==> src/rtl/decode_stage.sv <==
// RV32I (+optional M, Zicsr) decode stage with an ID/EX output register,
// valid/ready flow control, load-use interlock and branch flush.
module decode_stage #(
    parameter int unsigned LOAD_LATENCY      = 1,
    parameter bit          SUPPORT_M         = 1'b0,
    parameter bit          SUPPORT_CSR_WRITE = 1'b1
) (
    input  logic        i_clk,
    input  logic        i_rst_n,
    input  logic        i_valid,
    output logic        o_ready,
    input  logic [31:0] i_pc,
    input  logic [31:0] i_instruction,
    output logic [4:0]  o_rs1_id,
    output logic [4:0]  o_rs2_id,
    input  logic [31:0] i_rs1_data,
    input  logic [31:0] i_rs2_data,
    output logic [11:0] o_csr_id,
    input  logic [31:0] i_csr_data,
    input  logic        i_flush,
    output logic        o_valid,
    input  logic        i_ready,
    output logic [3:0]  o_alu_opcode,
    output logic [31:0] o_alu_op1,
    output logic [31:0] o_alu_op2,
    output logic [4:0]  o_rd_id,
    output logic        o_is_reg_write,
    output logic        o_is_load,
    output logic        o_is_store,
    output logic [2:0]  o_load_store_type,
    output logic        o_is_jump,
    output logic [31:0] o_jump_address,
    output logic        o_is_branch,
    output logic [2:0]  o_branch_type,
    output logic [31:0] o_store_data,
    output logic        o_is_muldiv,
    output logic [2:0]  o_muldiv_op,
    output logic        o_csr_we,
    output logic [31:0] o_csr_wdata,
    output logic [11:0] o_csr_waddr,
    output logic        o_illegal,
    output logic [31:0] o_pc
);
    typedef enum logic [3:0] {
        ALU_ADD = 4'd0, ALU_SUB = 4'd1, ALU_SLL = 4'd2, ALU_SLT = 4'd3, ALU_SLTU = 4'd4,
        ALU_XOR = 4'd5, ALU_SRL = 4'd6, ALU_SRA = 4'd7, ALU_OR = 4'd8, ALU_AND = 4'd9
    } alu_opcode_t;

    localparam logic [6:0] OP_LUI = 7'b0110111, OP_AUIPC = 7'b0010111, OP_JAL = 7'b1101111,
                           OP_JALR = 7'b1100111, OP_BRANCH = 7'b1100011, OP_LOAD = 7'b0000011,
                           OP_STORE = 7'b0100011, OP_IMM = 7'b0010011, OP_REG = 7'b0110011,
                           OP_FENCE = 7'b0001111, OP_SYSTEM = 7'b1110011;

    function automatic alu_opcode_t alu_fn(input logic [2:0] f3, input logic alt);
        case (f3)
            3'b000:  return alt ? ALU_SUB : ALU_ADD;
            3'b001:  return ALU_SLL;
            3'b010:  return ALU_SLT;
            3'b011:  return ALU_SLTU;
            3'b100:  return ALU_XOR;
            3'b101:  return alt ? ALU_SRA : ALU_SRL;
            3'b110:  return ALU_OR;
            default: return ALU_AND;
        endcase
    endfunction

    logic [6:0]  opcode;
    logic [4:0]  rd, rs1, rs2;
    logic [2:0]  f3;
    logic [6:0]  f7;
    logic [31:0] imm_i, imm_s, imm_b, imm_u, imm_j;

    assign opcode = i_instruction[6:0];
    assign rd     = i_instruction[11:7];
    assign f3     = i_instruction[14:12];
    assign rs1    = i_instruction[19:15];
    assign rs2    = i_instruction[24:20];
    assign f7     = i_instruction[31:25];
    assign imm_i  = {{20{i_instruction[31]}}, i_instruction[31:20]};
    assign imm_s  = {{20{i_instruction[31]}}, i_instruction[31:25], i_instruction[11:7]};
    assign imm_b  = {{19{i_instruction[31]}}, i_instruction[31], i_instruction[7],
                     i_instruction[30:25], i_instruction[11:8], 1'b0};
    assign imm_u  = {i_instruction[31:12], 12'd0};
    assign imm_j  = {{11{i_instruction[31]}}, i_instruction[31], i_instruction[19:12],
                     i_instruction[20], i_instruction[30:21], 1'b0};

    assign o_rs1_id = rs1;
    assign o_rs2_id = rs2;
    assign o_csr_id = i_instruction[31:20];

    // Stage p0: combinational decode of the incoming instruction
    alu_opcode_t alu_op_p0;
    logic [31:0] op1_p0, op2_p0, jump_addr_p0, store_data_p0, csr_src_p0, csr_wdata_p0;
    logic        reg_write_p0, load_p0, store_p0, jump_p0, branch_p0, muldiv_p0, csr_we_p0;
    logic        illegal_p0, uses_rs1_p0, uses_rs2_p0;
    logic [2:0]  ls_type_p0, br_type_p0, muldiv_op_p0;

    always_comb begin
        alu_op_p0     = ALU_ADD;
        op1_p0        = '0;
        op2_p0        = '0;
        jump_addr_p0  = '0;
        store_data_p0 = '0;
        csr_src_p0    = f3[2] ? {27'd0, rs1} : i_rs1_data;
        csr_wdata_p0  = '0;
        reg_write_p0  = 1'b0;
        load_p0       = 1'b0;
        store_p0      = 1'b0;
        jump_p0       = 1'b0;
        branch_p0     = 1'b0;
        muldiv_p0     = 1'b0;
        csr_we_p0     = 1'b0;
        illegal_p0    = 1'b0;
        ls_type_p0    = '0;
        br_type_p0    = '0;
        muldiv_op_p0  = '0;
        case (opcode)
            OP_LUI:   begin op2_p0 = imm_u; reg_write_p0 = 1'b1; end
            OP_AUIPC: begin op1_p0 = i_pc; op2_p0 = imm_u; reg_write_p0 = 1'b1; end
            OP_JAL: begin
                op1_p0 = i_pc; op2_p0 = 32'd4; reg_write_p0 = 1'b1;
                jump_p0 = 1'b1; jump_addr_p0 = i_pc + imm_j;
            end
            OP_JALR: begin
                op1_p0 = i_pc; op2_p0 = 32'd4; reg_write_p0 = 1'b1;
                jump_p0 = 1'b1; jump_addr_p0 = (i_rs1_data + imm_i) & 32'hFFFF_FFFE;
            end
            OP_BRANCH: begin
                op1_p0 = i_rs1_data; op2_p0 = i_rs2_data; alu_op_p0 = ALU_SUB;
                branch_p0 = 1'b1; br_type_p0 = f3; jump_addr_p0 = i_pc + imm_b;
            end
            OP_LOAD: begin
                op1_p0 = i_rs1_data; op2_p0 = imm_i; load_p0 = 1'b1;
                reg_write_p0 = 1'b1; ls_type_p0 = f3;
            end
            OP_STORE: begin
                op1_p0 = i_rs1_data; op2_p0 = imm_s; store_p0 = 1'b1;
                ls_type_p0 = f3; store_data_p0 = i_rs2_data;
            end
            OP_IMM: begin
                op1_p0 = i_rs1_data; op2_p0 = imm_i; reg_write_p0 = 1'b1;
                alu_op_p0 = alu_fn(f3, (f3 == 3'b101) && f7[5]);
            end
            OP_REG: begin
                op1_p0 = i_rs1_data; op2_p0 = i_rs2_data; reg_write_p0 = 1'b1;
                if (f7 == 7'b0000000)                   alu_op_p0 = alu_fn(f3, 1'b0);
                else if (f7 == 7'b0100000)              alu_op_p0 = alu_fn(f3, 1'b1);
                else if (f7 == 7'b0000001 && SUPPORT_M) begin muldiv_p0 = 1'b1; muldiv_op_p0 = f3; end
                else                                    illegal_p0 = 1'b1;
            end
            OP_FENCE: ;
            OP_SYSTEM: begin
                // Without CSR write support only a pure read (CSRRS rs1=x0) survives
                if (f3[1:0] != 2'b00 && (SUPPORT_CSR_WRITE || (f3 == 3'b010 && rs1 == 5'd0))) begin
                    op1_p0 = i_csr_data; reg_write_p0 = 1'b1;
                    case (f3[1:0])
                        2'b01:   csr_wdata_p0 = csr_src_p0;
                        2'b10:   csr_wdata_p0 = i_csr_data | csr_src_p0;
                        default: csr_wdata_p0 = i_csr_data & ~csr_src_p0;
                    endcase
                    csr_we_p0 = (f3[1:0] == 2'b01) || (rs1 != 5'd0);
                end else begin
                    illegal_p0 = 1'b1;
                end
            end
            default: illegal_p0 = 1'b1;
        endcase
        if (illegal_p0) begin
            reg_write_p0 = 1'b0; load_p0 = 1'b0; store_p0 = 1'b0; jump_p0 = 1'b0;
            branch_p0 = 1'b0; csr_we_p0 = 1'b0; muldiv_p0 = 1'b0;
        end
    end

    assign uses_rs1_p0 = !(opcode == OP_LUI || opcode == OP_AUIPC || opcode == OP_JAL ||
                           (opcode == OP_SYSTEM && f3[2]));
    assign uses_rs2_p0 = (opcode == OP_REG) || (opcode == OP_STORE) || (opcode == OP_BRANCH);

    logic [4:0] pend_rd;
    logic [2:0] pend_cnt;
    logic       held_load, pend_active, hazard, load_en;

    assign held_load   = o_valid && o_is_load && (o_rd_id != 5'd0);
    assign pend_active = held_load || (pend_cnt != 3'd0);
    assign hazard      = pend_active && ((uses_rs1_p0 && rs1 == pend_rd) ||
                                         (uses_rs2_p0 && rs2 == pend_rd));
    assign o_ready     = i_flush || ((!o_valid || i_ready) && !hazard);
    assign load_en     = i_valid && o_ready && !i_flush && !hazard;

    // Stage p1: ID/EX output register and load-use scoreboard
    always_ff @(posedge i_clk or negedge i_rst_n) begin
        if (!i_rst_n) begin
            o_valid <= 1'b0; pend_rd <= '0; pend_cnt <= '0;
            o_alu_opcode <= '0; o_alu_op1 <= '0; o_alu_op2 <= '0; o_rd_id <= '0;
            o_is_reg_write <= 1'b0; o_is_load <= 1'b0; o_is_store <= 1'b0;
            o_load_store_type <= '0; o_is_jump <= 1'b0; o_jump_address <= '0;
            o_is_branch <= 1'b0; o_branch_type <= '0; o_store_data <= '0;
            o_is_muldiv <= 1'b0; o_muldiv_op <= '0; o_csr_we <= 1'b0;
            o_csr_wdata <= '0; o_csr_waddr <= '0; o_illegal <= 1'b0; o_pc <= '0;
        end else begin
            if (i_flush)                o_valid <= 1'b0;
            else if (load_en)           o_valid <= 1'b1;
            else if (!o_valid || i_ready) o_valid <= 1'b0;

            if (load_en) begin
                o_alu_opcode <= alu_op_p0; o_alu_op1 <= op1_p0; o_alu_op2 <= op2_p0;
                o_rd_id <= rd; o_is_reg_write <= reg_write_p0; o_is_load <= load_p0;
                o_is_store <= store_p0; o_load_store_type <= ls_type_p0;
                o_is_jump <= jump_p0; o_jump_address <= jump_addr_p0;
                o_is_branch <= branch_p0; o_branch_type <= br_type_p0;
                o_store_data <= store_data_p0; o_is_muldiv <= muldiv_p0;
                o_muldiv_op <= muldiv_op_p0; o_csr_we <= csr_we_p0;
                o_csr_wdata <= csr_wdata_p0; o_csr_waddr <= i_instruction[31:20];
                o_illegal <= illegal_p0; o_pc <= i_pc;
            end

            // The hand-off cycle is itself the first latency cycle, hence L-1 remaining
            if (load_en && load_p0 && rd != 5'd0) begin
                pend_rd  <= rd;
                pend_cnt <= '0;
            end else if (!i_flush && i_ready && held_load) begin
                pend_cnt <= 3'(LOAD_LATENCY - 1);
            end else if (pend_cnt != 3'd0) begin
                pend_cnt <= pend_cnt - 3'd1;
            end
        end
    end
endmodule

==> config.mk <==
export PLATFORM = sky130hd
export DESIGN_NAME = decode_stage
export DESIGN_NICKNAME = d
export VERILOG_FILES = /design/src/rtl/decode_stage.sv
export SDC_FILE = /design/constraint.sdc
export NUM_CORES = 1
export LEC_CHECK = 0
export BUFFER_PORTS_ARGS = -buffer_cell sky130_fd_sc_hd__buf_2
export CAP_MARGIN = 20
export CELL_PAD_IN_SITES_DETAIL_PLACEMENT = 2
export CELL_PAD_IN_SITES_GLOBAL_PLACEMENT = 2
export CORE_ASPECT_RATIO = 2
export CORE_UTILIZATION = 31
export CTS_CLUSTER_DIAMETER = 100
export DETAILED_ROUTE_END_ITERATION = 10
export PLACE_DENSITY_LB_ADDON = 0.3
export RECOVER_POWER = 25
export SYNTH_ARGS = -nofsm -noshare
export SYNTH_HDL_FRONTEND = slang
export SYNTH_SLANG_ARGS = --single-unit
==> constraint.sdc <==
create_clock -name i_clk -period 2.9 [get_ports i_clk]
set_clock_uncertainty 0.15 [all_clocks]
set_input_delay 0.58 -clock i_clk [delete_from_list [all_inputs] [get_ports i_clk]]
set_output_delay 0.58 -clock i_clk [all_outputs]
set_load 0.01 [all_outputs]
---- Yosys cells after proc, flatten, opt, wreduce, memory -nomap -nowiden ----
Cells that the tools add are included.
word-level totals
  flip-flop bits (word level) ............. 235
  bits of input ports ..................... 165
  logic and storage cells ................. 140
cells by class
  $add $sub $neg .......................... 4
  equality and inequality tests ........... 22
  mux-type cells .......................... 43
  bitwise gates (word level) .............. 3
  reductions and logical operators ........ 47
operators with widths
  cell                  count
  $pmux W32 S3          2
  $mux W32              5
  $pmux W32 S5          1
  $add A32 B32 Y32      3
  $pmux W4 S7           3
  $pmux W32 S2          1
  $and A32 B32 Y32      1
  $not A32 Y32          1
  $or A32 B32 Y32       1
  $eq A7 B6 Y1 const B  4
  $eq A7 B7 Y1 const B  4
  $mux W1               21
  $logic_and A1 B1 Y1   15
  $mux W3               5
  $reduce_bool A5 Y1    3
  $eq A7 B5 Y1 const B  2
  $pmux W4 S3           1
  $eq A5 B5 Y1          2
  $logic_or A1 B1 Y1    10
  $reduce_or A2 Y1      5
  $eq A3 B3 Y1 const B  3
  $reduce_bool A3 Y1    3
  $reduce_or A9 Y1      1
  $mux W4               2
  other kinds (16)      20

---- Logic depth before layout (Yosys ltp) ----
Gate-level depths: netlist of the first run.
  depth after elaboration ................. 17
  mapped depth ............................ 21
  depth with buffers taken out ............ 19

---- Worst setup path before layout of the first run ----
No wires, ideal clock.
  path type ............................... input -> register
  start ................................... input i_instruction[1]
  end ..................................... register o_jump_address[29]
  setup time .............................. 0.131 ns
  data arrival time ....................... 4.058 ns
  data required time ...................... 2.619 ns
  path slack .............................. -1.439 ns
  stages .................................. 21
  path buffers ............................ 2
  cell sequence ........................... nand2_1 -> or3_1 -> clkbuf_1 -> nor2_1 -> nand2_1 -> clkbuf_1 -> nand2_1 -> nand2_1 -> ha_1 -> inv_1 -> fa_1 -> nor2b_1 -> o21ai_0 -> nand2b_1 -> a31oi_1 -> o21ai_0 -> o21bai_1 -> o21ai_0 -> nand3_1 -> mux2i_1 -> or3_1
between the ends
  word-level cells in the longest chain between the ends .. 14
  elaborated cells between the ends (all ways) .. 26
  those cells by class .................... 8 x eq/ne; 1 x mux; 17 x reduce/logical
ends and longest elaborated chain
  item                                          line      RTL
  start, declared                               13        input logic [31:0] i_instruction,
  $eq A7 B6 Y1 or $eq A7 B5 Y1 (tied branches)  174       assign uses_rs1_p0 = !(opcode == OP_LUI || opcode == OP_AUIPC || opcode == OP_JAL ||
  $logic_or A1 B1 Y1 (3 in series)              174
  $logic_not A1 Y1                              174
  $logic_and A1 B1 Y1                           184       assign hazard = pend_active && ((uses_rs1_p0 && rs1 == pend_rd) ||
  $logic_or A1 B1 Y1                            184
  $logic_and A1 B1 Y1                           184
  $logic_not A1 Y1                              186, 187
  $logic_and A1 B1 Y1                           186       assign o_ready = i_flush || ((!o_valid || i_ready) && !hazard);
  $logic_or A1 B1 Y1                            186
  $logic_and A1 B1 Y1 (3 in series)             187       assign load_en = i_valid && o_ready && !i_flush && !hazard;
  end signal, assigned                          208       o_is_jump <= jump_p0; o_jump_address <= jump_addr_p0;
  end, declared                                 32        output logic [31:0] o_jump_address,
Several ways; a longest one is shown, not always the timed one.
A chain may end at the register's enable or synchronous reset.

---- Worst setup path after layout of the first run ----
  start ................................... input i_instruction[2]
  end ..................................... register o_jump_address[17]
Same word-level chain as after synthesis.

==> results of run 1 <==
how the worst max path moves through the flow:
stage / cells past startpoint / start / endpoint
detailed placement: 19 / i_instruction[2] / o_jump_address[17]
finish: 20 / i_instruction[2] / o_jump_address[17]
CTS: 20 / i_instruction[2] / o_jump_address[25]
floorplan: 20 / i_instruction[5] / o_jump_address[29]
global route: 20 / i_instruction[2] / o_jump_address[17]
global placement: 16 / i_instruction[3] / o_jump_address[26]
critical path: stages:
cell	delay (ns)
buf_8	0.10
nand2b_4	0.13
or3_4	0.42
nor2_4	0.16
buf_6	0.13
and2_4	0.18
a21o_1	0.18
ha_4	0.23
o21a_1	0.19
o211ai_1	0.19
buf_4	0.18
buf_4	0.12
buf_4	0.11
buf_4	0.11
a21o_1	0.12
nand2_2	0.09
a41oi_2	0.25
xnor2_2	0.13
a221oi_2	0.40
nor2_1	0.11
layout by cell type, fill, tap and decap left out, types with 45 or more instances in the layout:
master     instances
ha_1              60
clkbuf_16         45
o21ai_1           62
a21oi_1           60
buf_4            312
nand2_2           96
nor2_1            89
dfrtp_1          234
nand2_1          303
buf_2            410
metrics by stage:
| stage | cells | total power, uW | setup TNS, ns | area [um^2] | hold WS (ns) |
|---|---|---|---|---|---|
| after floorplan | 1679 | 5138 | -24.85 | 14950 | 0.1344 |
| after global placement | 2858 | 6525 | -190.73 | 19510 | 0.2968 |
| after detailed placement | 2858 | 6686 | -223.76 | 19510 | 0.3076 |
| after CTS | 2931 | 10440 | -13.63 | 21260 | 0.09795 |
| after global routing | 2981 | 11410 | -87.80 | 23070 | 0.1227 |
| final | 2983 | 11170 | -62.10 | 23080 | 0.1102 |
power groups by stage:
stage | Sequential [uW] | Combinational (uW) | Clock [uW]
global placement | 3740 | 2780 | 0
detailed placement | 3750 | 2930 | 0
CTS | 3700 | 3160 | 3590
global route | 3750 | 3950 | 3720
finish | 3730 | 3810 | 3640
floorplan | 3830 | 1310 | 0
synthesized netlist by cell type (9+ instances only):
master	instances	area, um^2
nor3_1	17	85.08
a21o_1	38	285.3
nand4_1	9	56.30
a31oi_1	39	244.0
dfrtp_1	235	5881
nor2_1	97	364.1
a21oi_1	68	340.3
and3_1	36	225.2
inv_1	27	101.4
o31ai_1	36	270.3
o21ai_0	112	560.5
clkbuf_1	69	259.0
nand2b_1	10	62.56
xnor2_1	36	315.3
buf_2	20	100.1
buf_6	9	101.4
nand2_1	420	1577
nor2b_1	10	62.56
ha_1	69	863.3
buf_4	27	202.7
buf_1	9	33.78
nand3_1	55	275.3
xor2_1	30	262.8
a222oi_1	36	360.4
a221oi_2	23	345.3
o21bai_1	15	112.6
a221oi_1	24	210.2
registers in the layout (all words and copies together), names as in the netlist, 3 cells and up:
signal,cells
o_alu_op1,32
o_alu_op2,32
o_alu_opcode,4
o_branch_type,3
o_csr_waddr,12
o_csr_wdata,32
o_jump_address,32
o_load_store_type,3
o_pc,32
o_rd_id,5
o_store_data,32
pend_cnt,3
pend_rd,5
cell families after synthesis:
group                      count (synthesis)
AOI/OAI and AO/OA                        441
xor gates and xnor gates                  66
adders and majority gates                 71
buffers and inverters                    161
DFF                                      235
muxes                                     13
other                                      1
and+or+nand+nor                          688
layout make-up:
cell class,count,area [um^2]
diodes,7,17.52
clock buffers,31,678.2
clock inverters,12,162.7
fillers,4837,22750
inverters,27,101.3
multi-input cells,1283,9330
flip-flops and latches,235,5882
well taps,565,706.9
repair buffers,823,6198
repair_timing:
| item | in CTS | in global routing |
|---|---|---|
| pin swaps | 36 | 116 |
| resized for setup | 121 | 252 |
| endpoints found under the setup margin | 235 | 219 |
| cloned | 5 | 24 |
| hold buffers | 1 | 0 |
| endpoints found under the hold margin | 63 | 0 |
| buffers inserted | 26 | 29 |
per-layer routing:
| layer | GRT usage, % | vias to the layer above |
|---|---|---|
| met5 | 0 | - |
| met4 | 33.13 | 6 |
| met3 | 6.497 | 617 |
| met2 | 68.02 | 1168 |
| met1 | 32.37 | 9274 |
| li1 | - | 7427 |
==> flow_metrics.tcl, run 1 <==
set metrics [dict create \
    cts_tree "done" \
    clock_power_share_pct 32.5 \
    area_delta_synth_final_pct 60.37 \
    clock.fmax_ghz 0.2611 \
    fin_crit_ns 3.830 \
    num_vias 18492 \
    initialDrtViolationCount 1272 \
    synth_async_sr_flop_share_pct 100.0 \
    met3_wirelength_mm 7.479 \
    cts_max_level 1 \
    synth_top_family_by_area "compound AO/OA/AOI/OAI gates" \
    core-area_um2 45830 \
    swShare_pct 36.78 \
    ys.warnings.count 0 \
    total_drc_errors_in_the_routed_layout 0 \
    setup_viol 236 \
    cts-root-buf "clkbuf_16" \
    initial_cell_density_of_the_core_pct 31.40 \
    wl_mm 105.1 \
    cp-end-kind "flop" \
    postSynthCellCount 1676 \
    count_of_flip_flops_with_a_built_in_enable_after_synthesis 0 \
    io-pin-count 419 \
    highest_layer "met5" \
    max-vdd-ir-drop_mv 0.4116 \
    worst-slew-pin-transition_ns 2.291 \
    grt_remaining_overflow 0 \
    synthDistinctLibCells 66 \
    tritoncts.num_buffers 25 \
    met2RoutedLength_mm 52.65 \
    syn_area_um2 14390 \
    grt_usage_pct 36.20 \
    worst_r2r_path_depth 10 \
    drv_cap 1 \
    worstHoldPathType "in -> reg" \
    hold_start "i_rs2_data[30]" \
    whs_endpoint "o_store_data[30]" \
    place_hpwl_mm 62.43 \
    hold_violations 0 \
    buffer_ports.inserted 414 \
    wl_met1_mm 31.79 \
    seq_power_share_pct 33.4 \
    maxSlewViolCount 65 \
    arrival_time_at_the_worst_endpoint_ns 4.13 \
    regToRegStartpoint "o_rd_id[0]" \
    die-height_um 306.7 \
    synth_compound_gate_area_share_pct 21.85 \
    internal-power_uw 7060 \
    unrepaired_setup_endpoints_after_global_routing "yes" \
    power_density_nw_per_um2 484.0 \
    hold_critical_path_depth 3 \
    routabilityCongestion 0.9513 \
    layout-drive-gt1-share_pct 48.20 \
    clock_latency_on_the_worst_skew_pair_ns 0.58 \
    violations "max-capacitance violations, max-slew violations, negative setup slack" \
    synthesis.area_per_instance_um2 8.586 \
    power.leakage_uw 0.01171 \
    post-route-util_pct 50.35 \
    switchingPower_uw 4108 \
    rows 111 \
    pwr-share-comb_pct 34.1 \
    finalWorstSetupSlack_ns -0.9297 \
    fin_crit_sh_pct 132.1 \
    firstDrtPassIters 8 \
    reg2reg_setup_slack_ns -0.41 \
    grt_pass1_wl_mm 126.9 \
    synth.ff_latch_count 235 \
    numClockSinks 235 \
    synth_top_flop_cell "dfrtp_1" \
    vias_per_cell 6.199 \
    criticalPathCategory "in -> reg" \
    max_slew_margin_pct -52.72 \
    die_x_um 154.3 \
    number_of_routed_nets_with_antenna_violations 0 \
    synthMuxAreaShare_pct 0.9477 \
    synth_xor_xnor_area_share_pct 4.017 \
    via_count_of_the_first_global_routing_pass 19701 \
    path_clk_slew_ns 0.09 \
    adder_and_majority_cell_fraction_of_the_synthesized_area_pct 6.278 \
    cts_buffer_depth 3 \
    antenna_found_initial 13 \
    critical_path_required_ns 3.20 \
    worstSetupStartpointType "primary input" \
    nets 2631 \
    crit-reg2reg-capture "o_jump_address[31]" \
    synthSimpleGateAreaFrac_pct 20.47 \
    crit_path_max_fanout 7 \
    dp_slack_ns -1.322 \
    largest_net_degree_at_the_start_of_global_routing 68 \
    route.detailed.wl_per_inst_um 35.22 \
    result_of_the_run "finished with violations" \
    synth_sequential_area_ratio_pct 40.87 \
    die-area_um2 47340 \
]
No activity file was read; power rests on OpenSTA's default activity.
==> inputs of run 2 (changes only) <==
CORE_MARGIN = 4   (was default)
==> run 2 against run 1 <==
The flow finishes with violations (negative setup slack); die area is 5.9% higher; combinational power rose by 14%; non-clock buffer count increased by 38; clock power grew 2%; routed wire length grew 15%; sequential cell count unchanged; hold slack better by 0.018 ns; final cell count increased by 1.3%; sequential share of layout area fell by 1.9 points; total power grew 6.2%; register-to-register slack lost 0.02 ns; critical endpoint is now o_jump_address[22]; largest power group unchanged.
==> flow_metrics.tcl, run 2 (synthesis results as in run 1) <==
set metrics [dict create \
    place_area_um2 19450 \
    crit_path_frequent_cell "a21o_1" \
    fin_crit_ns 3.780 \
    crit_path_max_fanout 5 \
    worstHoldPathType "in -> reg" \
    rows 111 \
    worst-slew-pin-transition_ns 1.261 \
    hold_violations 0 \
    cp-end-kind "flop" \
    swShare_pct 38.59 \
    arrival_time_at_the_worst_endpoint_ns 4.08 \
    numClockSinks 235 \
    slowest_stage "or3_4" \
    post-route-cell-area_um2 24960 \
    routabilityCongestion 0.9213 \
    cts-root-buf "clkbuf_16" \
    dp_slack_ns -1.397 \
    buffer_ports.inserted 414 \
    place_hpwl_mm 63.78 \
    area_delta_synth_final_pct 73.47 \
    antenna_found_initial 7 \
    clock.fmax_ghz 0.2645 \
    grt_pass1_wl_mm 142.8 \
    switchingPower_uw 4579 \
    maxSlewViolCount 0 \
    layout.cells.most_common_list "buf_2 (409), buf_4 (320), dfrtp_1 (233), nand2_1 (171), nand2_2 (131)" \
    layout.filler_cells 4584 \
    cp_cell_sequence "buf_8 > nand2b_4 > or3_4 > nor2_4 > buf_4 > buf_6 > and2_4 > buf_4 > a21o_1 > ha_1 > a21o_1 > a21o_1 > a21oi_1 > o21ai_4 > a21boi_4 > buf_6 > xor2_1 > o21ai_1 > o22a_1" \
    worstSetupStartpointType "primary input" \
    post-place-cells 2846 \
    final_tns_setup_ns -99.35 \
    tritoncts.num_buffers 25 \
    setup_viol 236 \
    worst_r2r_path_depth 11 \
    criticalPathCategory "in -> reg" \
    regToRegStartpoint "o_rd_id[0]" \
    finalWorstSetupSlack_ns -0.8801 \
    nets 2669 \
    route.detailed.wl_per_inst_um 40.06 \
    result_of_the_run "finished with violations" \
    wl_mm 121.1 \
    number_of_routed_nets_with_antenna_violations 0 \
    internal-power_uw 7287 \
    critPathBufInv 5 \
    hold_start "i_flush" \
    drv_cap 0 \
    hold_critical_path_depth 2 \
    initial_cell_density_of_the_core_pct 31.40 \
    die_x_um 160.3 \
    firstDrtPassIters 6 \
    seq_power_share_pct 32.0 \
    io-pin-count 419 \
    pwr-share-comb_pct 36.7 \
    unrepaired_setup_endpoints_after_global_routing "yes" \
    clock_power_share_pct 31.2 \
    path_delay_family "compound AO/OA/AOI/OAI gates" \
    total_drc_errors_in_the_routed_layout 0 \
    crit-reg2reg-capture "o_jump_address[1]" \
    vias_per_cell 6.480 \
    violations "negative setup slack" \
    critical_path.max_stage_delay_ns 0.38 \
    layout-drive-gt1-share_pct 56.12 \
    cts_tree "done" \
    finished_layout_cells 3022 \
    max-vdd-ir-drop_mv 0.5378 \
    num_vias 19584 \
    max_slew_margin_pct 15.90 \
    cts_buffer_depth 3 \
    grt_remaining_overflow 0 \
    most_frequent_standard_cell_in_the_layout_excluding_fill_and_tap_cells "buf_2" \
    path_clk_slew_ns 0.07 \
    cts_max_level 1 \
    clock_latency_on_the_worst_skew_pair_ns 0.58 \
    power_density_nw_per_um2 475.3 \
    grt_usage_pct 37.85 \
    initialDrtViolationCount 1784 \
    fin_crit_sh_pct 130.3 \
    whs_endpoint "o_valid" \
    reg2reg_setup_slack_ns -0.43 \
    power.leakage_uw 0.01258 \
    die-height_um 312.7 \
    critical_path_required_ns 3.20 \
    largest_net_degree_at_the_start_of_global_routing 67 \
    total_power_uw 11870 \
    via_count_of_the_first_global_routing_pass 20751 \
    die-area_um2 50140 \
    core-area_um2 45830 \
]
run 2: cell count changes in the layout (fill, tap and decap cells not counted), sizes merged:
cell and change:
clkinv -2, buf +39, bufinv -1, clkinvlp +2
inv +1
run 2: final cells by class:
cell class                      count  area (um^2)  share of cell area [%]
Clock inverter                     12        146.4                  0.5864
Antenna cell                        7        17.52                 0.07017
Timing Repair Buffer              861         6902                   27.65
Tap cell                          565        706.9                   2.832
Sequential cell                   235         5883                   23.57
Multi-Input combinational cell   1283        10490                   42.04
Clock buffer                       32        711.9                   2.852
Inverter                           27        101.3                  0.4060
run 2: how the worst max path moves through the flow:
stage	endpoint	from	slack [ns]	cells after the start
2_1_floorplan	o_jump_address[29]	i_instruction[5]	-0.79	20
3_3_place_gp	o_jump_address[26]	i_instruction[3]	-1.16	16
3_5_place_dp	o_jump_address[26]	i_instruction[3]	-1.40	18
4_1_cts	o_jump_address[29]	i_instruction[2]	-0.50	20
5_1_grt	o_jump_address[26]	i_instruction[2]	-0.99	19
6_report	o_jump_address[22]	i_instruction[2]	-0.88	19
run 2: repair_timing:
action / in CTS / in global routing
setup buffers: 56 / 41
resized for setup: 205 / 509
hold buffers: 1 / 0
cloned: 22 / 21
endpoints found under the hold margin: 33 / 0
pin swaps: 71 / 149
endpoints found under the setup margin: 236 / 236
run 2: power by group through the flow:
stage	sequential [uW]	combinational (uW)	clock, uW
after floorplan	3830	1310	0
after global placement	3740	2800	0
after detailed placement	3750	2960	0
after CTS	3700	3430	3590
after global routing	3810	4460	3840
final	3800	4360	3710
run 2: per-layer routing:
metal  track usage (%)  wire length [um]  part of all wire [%]
met1             35.66             36270                    30
met2             69.86             59980                    50
met3             7.407              8233                   6.8
met4             30.85             16560                    14
met5                 0                13                 0.011
run 2: worst register-to-register path: cells and delay by family, from the launching register on:
kind	cells	cell delay [ns]
compound gates	3	0.58
buf+inv	4	0.64
flops	1	0.44
simple gates	4	1.38
run 2: per-stage QoR:
step / util, % / hold WS [ns]
after floorplan: - / 0.1344
after global placement: 42.44 / 0.2974
after detailed placement: 42.44 / 0.3076
after CTS: 48.61 / 0.1029
after global routing: 54.44 / 0.1396
final: 54.47 / 0.1279
